===== config.mk =====
export PLATFORM = sky130hd
export DESIGN_NAME = log_ram_reader
export DESIGN_NICKNAME = d
export VERILOG_FILES = /design/src/rtl/log_ram_reader.sv
export SDC_FILE = /design/constraint.sdc
export NUM_CORES = 1
export LEC_CHECK = 0
export ABC_AREA = 1
export CORE_MARGIN = 5
export CORE_UTILIZATION = 25
export DETAILED_ROUTE_END_ITERATION = 12
export MAX_ROUTING_LAYER = met4
export PLACE_DENSITY = 0.5
export SLEW_MARGIN = 20
export SYNTH_ARGS = -nofsm -noshare
export SYNTH_HDL_FRONTEND = slang
export SYNTH_SLANG_ARGS = --single-unit

===== constraint.sdc =====
create_clock -name clk -period 1.9 [get_ports clk]
set_clock_uncertainty 0.15 [all_clocks]
set_input_delay 0.285 -clock clk [delete_from_list [all_inputs] [get_ports clk]]
set_output_delay 0.285 -clock clk [all_outputs]
set_load 0.03 [all_outputs]

===== src/rtl/log_ram_reader.sv =====
// log_ram_reader
//   Dumps a block of words from the capture RAM as a byte stream over a
//   valid/ready interface (for example into a UART transmitter). A start pulse
//   launches a dump of i_num_words words beginning at i_start_adrs. Each word is
//   sent MSB byte first. The address wraps from RAM_DEPTH-1 to 0.
//
//   Optional feature (macro LOG_DUMP_CHECKSUM_EN): when defined, an 8-bit
//   modulo-256 sum of every accepted data byte is appended as one extra byte.
//   A zero-word dump then sends only the checksum byte 0x00. When the macro is
//   undefined there is no checksum state and no checksum logic.
//
// Ports
//   clk              system clock
//   i_reset          synchronous reset, active high
//   i_start          one-cycle start pulse, ignored while o_busy
//   i_start_adrs     first RAM address, sampled on an accepted i_start
//   i_num_words      number of words to dump (0 = no data), sampled on i_start
//   o_read_adrs      RAM read address
//   o_en_read        RAM read enable, exactly one cycle per word
//   i_data_for_read  RAM read data, valid one cycle after o_en_read
//   o_byte           output byte (registered)
//   o_byte_valid     o_byte is valid (registered)
//   i_byte_ready     downstream accepts the byte
//   o_busy           a dump is in progress
//   o_done           sticky end-of-dump flag, cleared by the next accepted start

module log_ram_reader #(
    parameter int unsigned RAM_WIDTH = 32,
    parameter int unsigned RAM_DEPTH = 32768,
    localparam int unsigned AW = $clog2(RAM_DEPTH)
) (
    input  logic                 clk,
    input  logic                 i_reset,
    input  logic                 i_start,
    input  logic [AW-1:0]        i_start_adrs,
    input  logic [AW:0]          i_num_words,
    output logic [AW-1:0]        o_read_adrs,
    output logic                 o_en_read,
    input  logic [RAM_WIDTH-1:0] i_data_for_read,
    output logic [7:0]           o_byte,
    output logic                 o_byte_valid,
    input  logic                 i_byte_ready,
    output logic                 o_busy,
    output logic                 o_done
);

    localparam int unsigned NBYTES = RAM_WIDTH / 8;
    localparam int unsigned IW     = (NBYTES > 1) ? $clog2(NBYTES) : 1;
    localparam logic [IW-1:0]  LAST_IDX  = IW'(NBYTES - 1);
    localparam logic [AW-1:0]  ADRS_LAST = AW'(RAM_DEPTH - 1);
    localparam logic [AW:0]    ONE_WORD  = (AW + 1)'(1);

`ifdef LOG_DUMP_CHECKSUM_EN
    typedef enum logic [2:0] {StIdle, StReq, StWait, StSend, StCsum} state_t;
`else
    typedef enum logic [1:0] {StIdle, StReq, StWait, StSend} state_t;
`endif

    state_t                 state;
    logic [AW:0]            words;      // words still to send, including the current one
    logic [RAM_WIDTH-1:0]   shift;      // current word, next byte to send at the top
    logic [IW-1:0]          byte_idx;   // bytes left in the word after the one on o_byte
    logic [RAM_WIDTH-1:0]   shift_next;
    logic [AW-1:0]          adrs_next;

    assign shift_next = shift << 8;
    // Explicit wrap so non power-of-two depths also roll over to address 0.
    assign adrs_next  = (o_read_adrs == ADRS_LAST) ? '0 : o_read_adrs + AW'(1);

`ifdef LOG_DUMP_CHECKSUM_EN
    logic [7:0] csum;
    logic [7:0] csum_next;

    // Running sum including the byte being accepted this cycle.
    assign csum_next = csum + o_byte;
`endif

    always_ff @(posedge clk) begin
        if (i_reset) begin
            state        <= StIdle;
            words        <= '0;
            shift        <= '0;
            byte_idx     <= '0;
            o_read_adrs  <= '0;
            o_en_read    <= 1'b0;
            o_byte       <= '0;
            o_byte_valid <= 1'b0;
            o_busy       <= 1'b0;
            o_done       <= 1'b0;
`ifdef LOG_DUMP_CHECKSUM_EN
            csum         <= '0;
`endif
        end else begin
            unique case (state)
                StIdle: begin
                    if (i_start) begin
                        o_read_adrs <= i_start_adrs;
                        words       <= i_num_words;
                        o_done      <= 1'b0;
`ifdef LOG_DUMP_CHECKSUM_EN
                        csum        <= '0;
`endif
                        if (i_num_words != '0) begin
                            state     <= StReq;
                            o_en_read <= 1'b1;
                            o_busy    <= 1'b1;
                        end else begin
`ifdef LOG_DUMP_CHECKSUM_EN
                            // Empty dump still carries its (zero) checksum.
                            state        <= StCsum;
                            o_busy       <= 1'b1;
                            o_byte       <= 8'h00;
                            o_byte_valid <= 1'b1;
`else
                            // Nothing to send: finish without leaving IDLE.
                            o_done       <= 1'b1;
`endif
                        end
                    end
                end

                StReq: begin
                    // o_en_read was raised on entry so the RAM sees it this cycle.
                    o_en_read <= 1'b0;
                    state     <= StWait;
                end

                StWait: begin
                    shift        <= i_data_for_read;
                    o_byte       <= i_data_for_read[RAM_WIDTH-1 -: 8];
                    o_byte_valid <= 1'b1;
                    byte_idx     <= LAST_IDX;
                    state        <= StSend;
                end

                StSend: begin
                    // o_byte_valid is always high here, so ready alone is the handshake.
                    if (i_byte_ready) begin
`ifdef LOG_DUMP_CHECKSUM_EN
                        csum <= csum_next;
`endif
                        if (byte_idx != '0) begin
                            shift    <= shift_next;
                            o_byte   <= shift_next[RAM_WIDTH-1 -: 8];
                            byte_idx <= byte_idx - IW'(1);
                        end else begin
                            o_read_adrs <= adrs_next;
                            words       <= words - ONE_WORD;
                            if (words != ONE_WORD) begin
                                state        <= StReq;
                                o_en_read    <= 1'b1;
                                o_byte_valid <= 1'b0;
                            end else begin
`ifdef LOG_DUMP_CHECKSUM_EN
                                // Valid stays high; the sum replaces the last data byte.
                                state        <= StCsum;
                                o_byte       <= csum_next;
`else
                                state        <= StIdle;
                                o_byte_valid <= 1'b0;
                                o_busy       <= 1'b0;
                                o_done       <= 1'b1;
`endif
                            end
                        end
                    end
                end

`ifdef LOG_DUMP_CHECKSUM_EN
                StCsum: begin
                    if (i_byte_ready) begin
                        state        <= StIdle;
                        o_byte_valid <= 1'b0;
                        o_busy       <= 1'b0;
                        o_done       <= 1'b1;
                    end
                end
`endif

                default: begin
                    state <= StIdle;
                end
            endcase
        end
    end

endmodule

==> results of run 1 <==
-- stage by stage --
step / utilization / hold slack [ps] / cell area [sq um] / cells / setup WS, ps
after floorplan: - / 280 / 3780 / 577 / 70.2
after global placement: 0.333 / 302 / 5010 / 842 / 28.6
after detailed placement: 0.333 / 312 / 5010 / 842 / 5.92
after CTS: 0.351 / 323 / 5280 / 858 / 7.32
after global routing: 0.358 / 342 / 5380 / 860 / 3.01
final: 0.358 / 321 / 5380 / 860 / 44.7
-- synth_stat cells (all sizes together) --
master	count	area, sq um
nand2	143	537
ha	10	125
a21oi	62	310
nand3b	3	22.5
dfxtp	71	1420
o21a	1	7.51
a211oi	1	7.51
o211ai	3	22.5
nor3	4	20.0
buf	19	92.6
clkinv	1	3.75
nor2	71	267
inv	36	135
nand4	5	31.3
clkbuf	13	48.8
o21ai	71	363
xor2	5	43.8
a31oi	26	163
or2	3	18.8
nand3	29	145
-- flip-flops by register name (all words and copies together), names as in the netlist --
name and cells:
byte_idx 2, o_busy 1, o_byte 8, o_byte_valid 1, o_done 1, o_en_read 1
o_read_adrs 15, shift 24, state 2, words 16
-- cells by family after synthesis --
group | after synthesis | share of synthesized area
xor+xnor | 5 | 0.0116
fa+ha+maj | 10 | 0.0331
flops | 71 | 0.376
compound gates | 164 | 0.231
buf+inv | 69 | 0.0740
simple gates | 258 | 0.275
-- final timing paths --
check	to	slack, ps	cells after the start
worst min register to register	o_byte[1]$_SDFFE_PP0P_	320	2
worst max-delay path	o_byte_valid	40	1
worst max register to register	words[7]$_SDFFE_PP0P_	180	10
worst min-delay path	o_byte[1]$_SDFFE_PP0P_	320	2
-- metal layers --
metal,vias up,global-route usage,part of all wire
met1,1898,0.174,0.48
li1,2106,-,-
met3,14,0.0403,0.043
met4,0,0.0370,0.011
met5,-,-,0
met2,93,0.216,0.47
-- repair_timing --
action,4_1_cts,5_1_grt
endpoints found under the setup margin,7,62
setup buffers,0,0
gates resized for setup,7,19
gates cloned,0,2
hold buffers,0,0
-- cell usage in the layout, fill, tap and decap left out, drive strengths merged --
cell type      instances
dfxtp                 71
or2                    3
o21a                   1
buf                   16
a21oi                 62
nand2                143
nand3                 29
dlygate4sd2            6
a31oi                 26
nand3b                 3
nand4                  5
xor2                   5
nor2                  71
clkinvlp               3
o21ai                 71
o211ai                 3
inv                   38
clkinv                 4
ha                    10
a211oi                 1
clkdlybuf4s50         80
nor3                   4
clkbuf                10
dlymetal6s2s           7
-- area by class of cell --
| class | instances | area share |
|---|---|---|
| Clock buffer | 9 | 0.0419 |
| Clock inverter | 7 | 0.0105 |
| Inverter | 37 | 0.0265 |
| Multi-Input combinational cell | 437 | 0.395 |
| Sequential cell | 71 | 0.265 |
| Tap cell | 188 | 0.0438 |
| Timing Repair Buffer | 110 | 0.216 |
| Timing Repair inverter | 1 | 0.00140 |
-- power by group --
group / switching [mW] / internal (mW) / total (mW)
registers: 0.527 / 2.13 / 2.66
logic: 2.84 / 1.81 / 4.65
clock network: 0.699 / 0.896 / 1.60
total: 4.06 / 4.84 / 8.90
==> impl_metrics.tcl, run 1 <==
set metrics [dict create \
    hold_start "shift[17]$_SDFFE_PP0P_" \
    worstSetupStartpointType "flip-flop" \
    antenna_left 0 \
    cts_sinks 71 \
    antenna_found_initial 0 \
    layout-drive-gt1-share 0.0774 \
    wl_per_cell_microns 14.1 \
    syn_inst 577 \
    yosysWarnings 0 \
    coreArea_sq_um 15000 \
    syn_to_final_growth_pct 42.0 \
    synth_nets 654 \
    clk_pin_slew_ps 60 \
    p_total_mw 8.90 \
    viasPerCell 4.78 \
    rows 45 \
    worstSetupPathType "flip-flop to output pin" \
    die-area_sq_um 17700 \
    worst_pin_slew_ps 365 \
    vias 4111 \
    initial_core_util 0.252 \
    gp_congestion 0.848 \
    hp-class "flip-flop to flip-flop" \
    cap_viol_max_count 0 \
    slew_violations 0 \
    slowest_stage "clkdlybuf4s50_1" \
    seq_area_sq_um 1420 \
    yosys_register_bits 71 \
    drtPass1Iterations 4 \
    slowest_delay_ps 690 \
    required_ps 1460 \
    crit_arrival_ps 1420 \
    status "finished, final reports clean" \
    cp_top_family "buffers and inverters" \
    cts_buffers 9 \
    synth_cell_types 23 \
    syn-cell-area_sq_um 3780 \
    grt.overflow.total 0 \
    worstPathMaxFanout 2 \
    die-height_microns 133 \
    hold_viol 0 \
    path_buf_inv 1 \
    grt_max_degree 59 \
    clk_latency_ps 340 \
    setup_viol 0 \
    p_leak_nw 2.22 \
    final.setup.tns_ps 0 \
    tritoncts "built" \
    fillers 1589 \
    grt_first_pass_wirelength_mm 19.5 \
    multi_input_area_sq_um 2120 \
    relSlewSlack 0.757 \
    setup.worst_path.end_class "output pin" \
    layout.nets 744 \
    ir_drop_v 0.000655 \
    cts_root_buf "clkbuf_16" \
    crit_chain "clkdlybuf4s50_1" \
    htreeDepth 3 \
    power_density_nw_per_um2 1660 \
    hpwl_mm 8.30 \
    fin_crit_sh 0.976 \
    drc_errors 0 \
    ys_seq_area_frac 0.376 \
    dieWidth_microns 133 \
    fmax_ghz 0.539 \
    drtIter0Drc 344 \
    timing.rr.start "state[1]$_SDFFE_PP0P_" \
    post-route-min-period_ps 1860 \
    ioPinCount 94 \
    clockBufferDepth 2 \
    antenna_cells 0 \
    startpoint "o_byte_valid$_SDFFE_PP0P_" \
    grt_pass1_vias 4011 \
    routed_wl_mm 12.1 \
    avgSynthCellArea_sq_um 6.56 \
    port_buffers 93 \
    track_usage 0.138 \
    rsz0062_at_grt "false" \
]
No activity file was read; power rests on OpenSTA's default activity.
==> run 2: changes to the inputs <==
--- a/config.mk
+++ b/config.mk
@@ -8,10 +8,11 @@
 export ABC_AREA = 1
 export CORE_MARGIN = 5
 export CORE_UTILIZATION = 25
+export CTS_BUF_LIST = sky130_fd_sc_hd__clkbuf_4 sky130_fd_sc_hd__clkbuf_8
 export DETAILED_ROUTE_END_ITERATION = 12
 export MAX_ROUTING_LAYER = met4
 export PLACE_DENSITY = 0.5
-export SLEW_MARGIN = 20
 export SYNTH_ARGS = -nofsm -noshare
 export SYNTH_HDL_FRONTEND = slang
 export SYNTH_SLANG_ARGS = --single-unit
+export TNS_END_PERCENT = 100
==> impl_metrics.tcl, run 2 (same netlist as run 1, synthesis figures left out) <==
set metrics [dict create \
    required_ps 1460 \
    layout.nets 744 \
    rows 45 \
    slowest_delay_ps 680 \
    ioPinCount 94 \
    viasPerCell 4.76 \
    grt_first_pass_wirelength_mm 19.5 \
    final.setup.tns_ps 0 \
    die-area_sq_um 17700 \
    worstPathMaxFanout 2 \
    largest_register_ff_count 24 \
    post-route-min-period_ps 1840 \
    drc_errors 0 \
    placed_area_sq_um 5010 \
    fin_crit_sh 0.966 \
    status "finished, final reports clean" \
    cts_hold_buf 0 \
    design_area_sq_um 5260 \
    layout-drive-gt1-share 0.0789 \
    clockBufferDepth 2 \
    initial_core_util 0.252 \
    setup_viol 0 \
    track_usage 0.137 \
    pre_cts_ws_ps 5.92 \
    setup_ws_ps 64.7 \
    worstSetupPathType "flip-flop to output pin" \
    tritoncts "built" \
    mostFrequentLayoutCell "nand2_1" \
    coreArea_sq_um 15000 \
    routed_wl_mm 12.0 \
    setup.worst_path.end_class "output pin" \
    antenna_cells 0 \
    port_buffers 93 \
    cts_sinks 71 \
    dieWidth_microns 133 \
    cp_top_family "buffers and inverters" \
    worst_pin_slew_ps 364 \
    fmax_ghz 0.545 \
    die-height_microns 133 \
    hold_viol 0 \
    drtPass1Iterations 4 \
    clk_latency_ps 360 \
    cts_root_buf "clkbuf_8" \
    power_density_nw_per_um2 1590 \
    p_total_mw 8.37 \
    drtIter0Drc 313 \
    slowest_stage "clkdlybuf4s50_1" \
    regMostFlops "shift" \
    antenna_left 0 \
    hp-class "flip-flop to flip-flop" \
    slew_violations 0 \
    syn_to_final_growth_pct 38.8 \
    wl_per_cell_microns 14.0 \
    reg_top3 "shift (24), words (16), o_read_adrs (15)" \
    htreeDepth 3 \
    grt_pass1_vias 4027 \
    path_buf_inv 1 \
    clk_pin_slew_ps 90 \
    antenna_found_initial 0 \
    grt_max_degree 59 \
    vias 4093 \
    grt.overflow.total 0 \
    ir_drop_v 0.000573 \
    worstSetupStartpointType "flip-flop" \
    cts_buffers 9 \
    p_leak_nw 2.13 \
    relSlewSlack 0.757 \
    hpwl_mm 8.30 \
    cap_viol_max_count 0 \
    layout_common_cells "142 x nand2_1, 77 x clkdlybuf4s50_1, 69 x nor2_1, 69 x o21ai_0, 68 x dfxtp_1" \
    gp_congestion 0.848 \
    crit_arrival_ps 1400 \
    crit_chain "clkdlybuf4s50_1" \
]
run 2: final timing paths:
| check | startpoint | end | slack [ps] | cells past startpoint |
|---|---|---|---|---|
| setup / recovery | o_byte[0]$_SDFFE_PP0P_ | o_byte[0] | 60 | 1 |
| hold / removal | shift[23]$_SDFFE_PP0P_ | o_byte[7]$_SDFFE_PP0P_ | 320 | 2 |
| setup reg to reg | words[0]$_SDFFE_PP0P_ | words[12]$_SDFFE_PP0P_ | 180 | 9 |
| hold reg to reg | shift[23]$_SDFFE_PP0P_ | o_byte[7]$_SDFFE_PP0P_ | 320 | 2 |
run 2: timing repair:
item                                   CTS  global route
endpoints found under the hold margin    0             0
gates cloned                             0             2
setup buffers                            0             0
setup endpoints to repair               15            58
gates resized for setup                 15            16
run 2: through the flow:
stage	hold WS (ps)	instances	utilization
after floorplan	280	577	-
after detailed placement	312	842	0.333
after global placement	302	842	0.333
after CTS	312	858	0.344
final	325	860	0.350
after global routing	320	860	0.350
run 2: layout make-up:
class                           count  area [sq um]
Clock buffer                        9           124
Clock inverter                      7          56.3
Fill cell                        1606          9780
Inverter                           37           143
Multi-Input combinational cell    437          2120
Sequential cell                    71          1430
Tap cell                          188           235
Timing Repair Buffer              110          1140
Timing Repair inverter              1          7.51
run 2: routing by layer:
metal	GRT usage	up-vias	part of all wire
li1	-	2105	-
met1	0.173	1881	0.47
met2	0.217	99	0.48
met3	0.0388	8	0.044
met4	0.0364	0	0.0079
met5	-	-	0
run 2: where the power goes:
group          leakage, nW  total [mW]  switching (mW)  internal [mW]
registers            0.586        2.66           0.524           2.13
clock network       0.0902        1.12           0.636          0.487
logic                 1.45        4.59            2.83           1.76
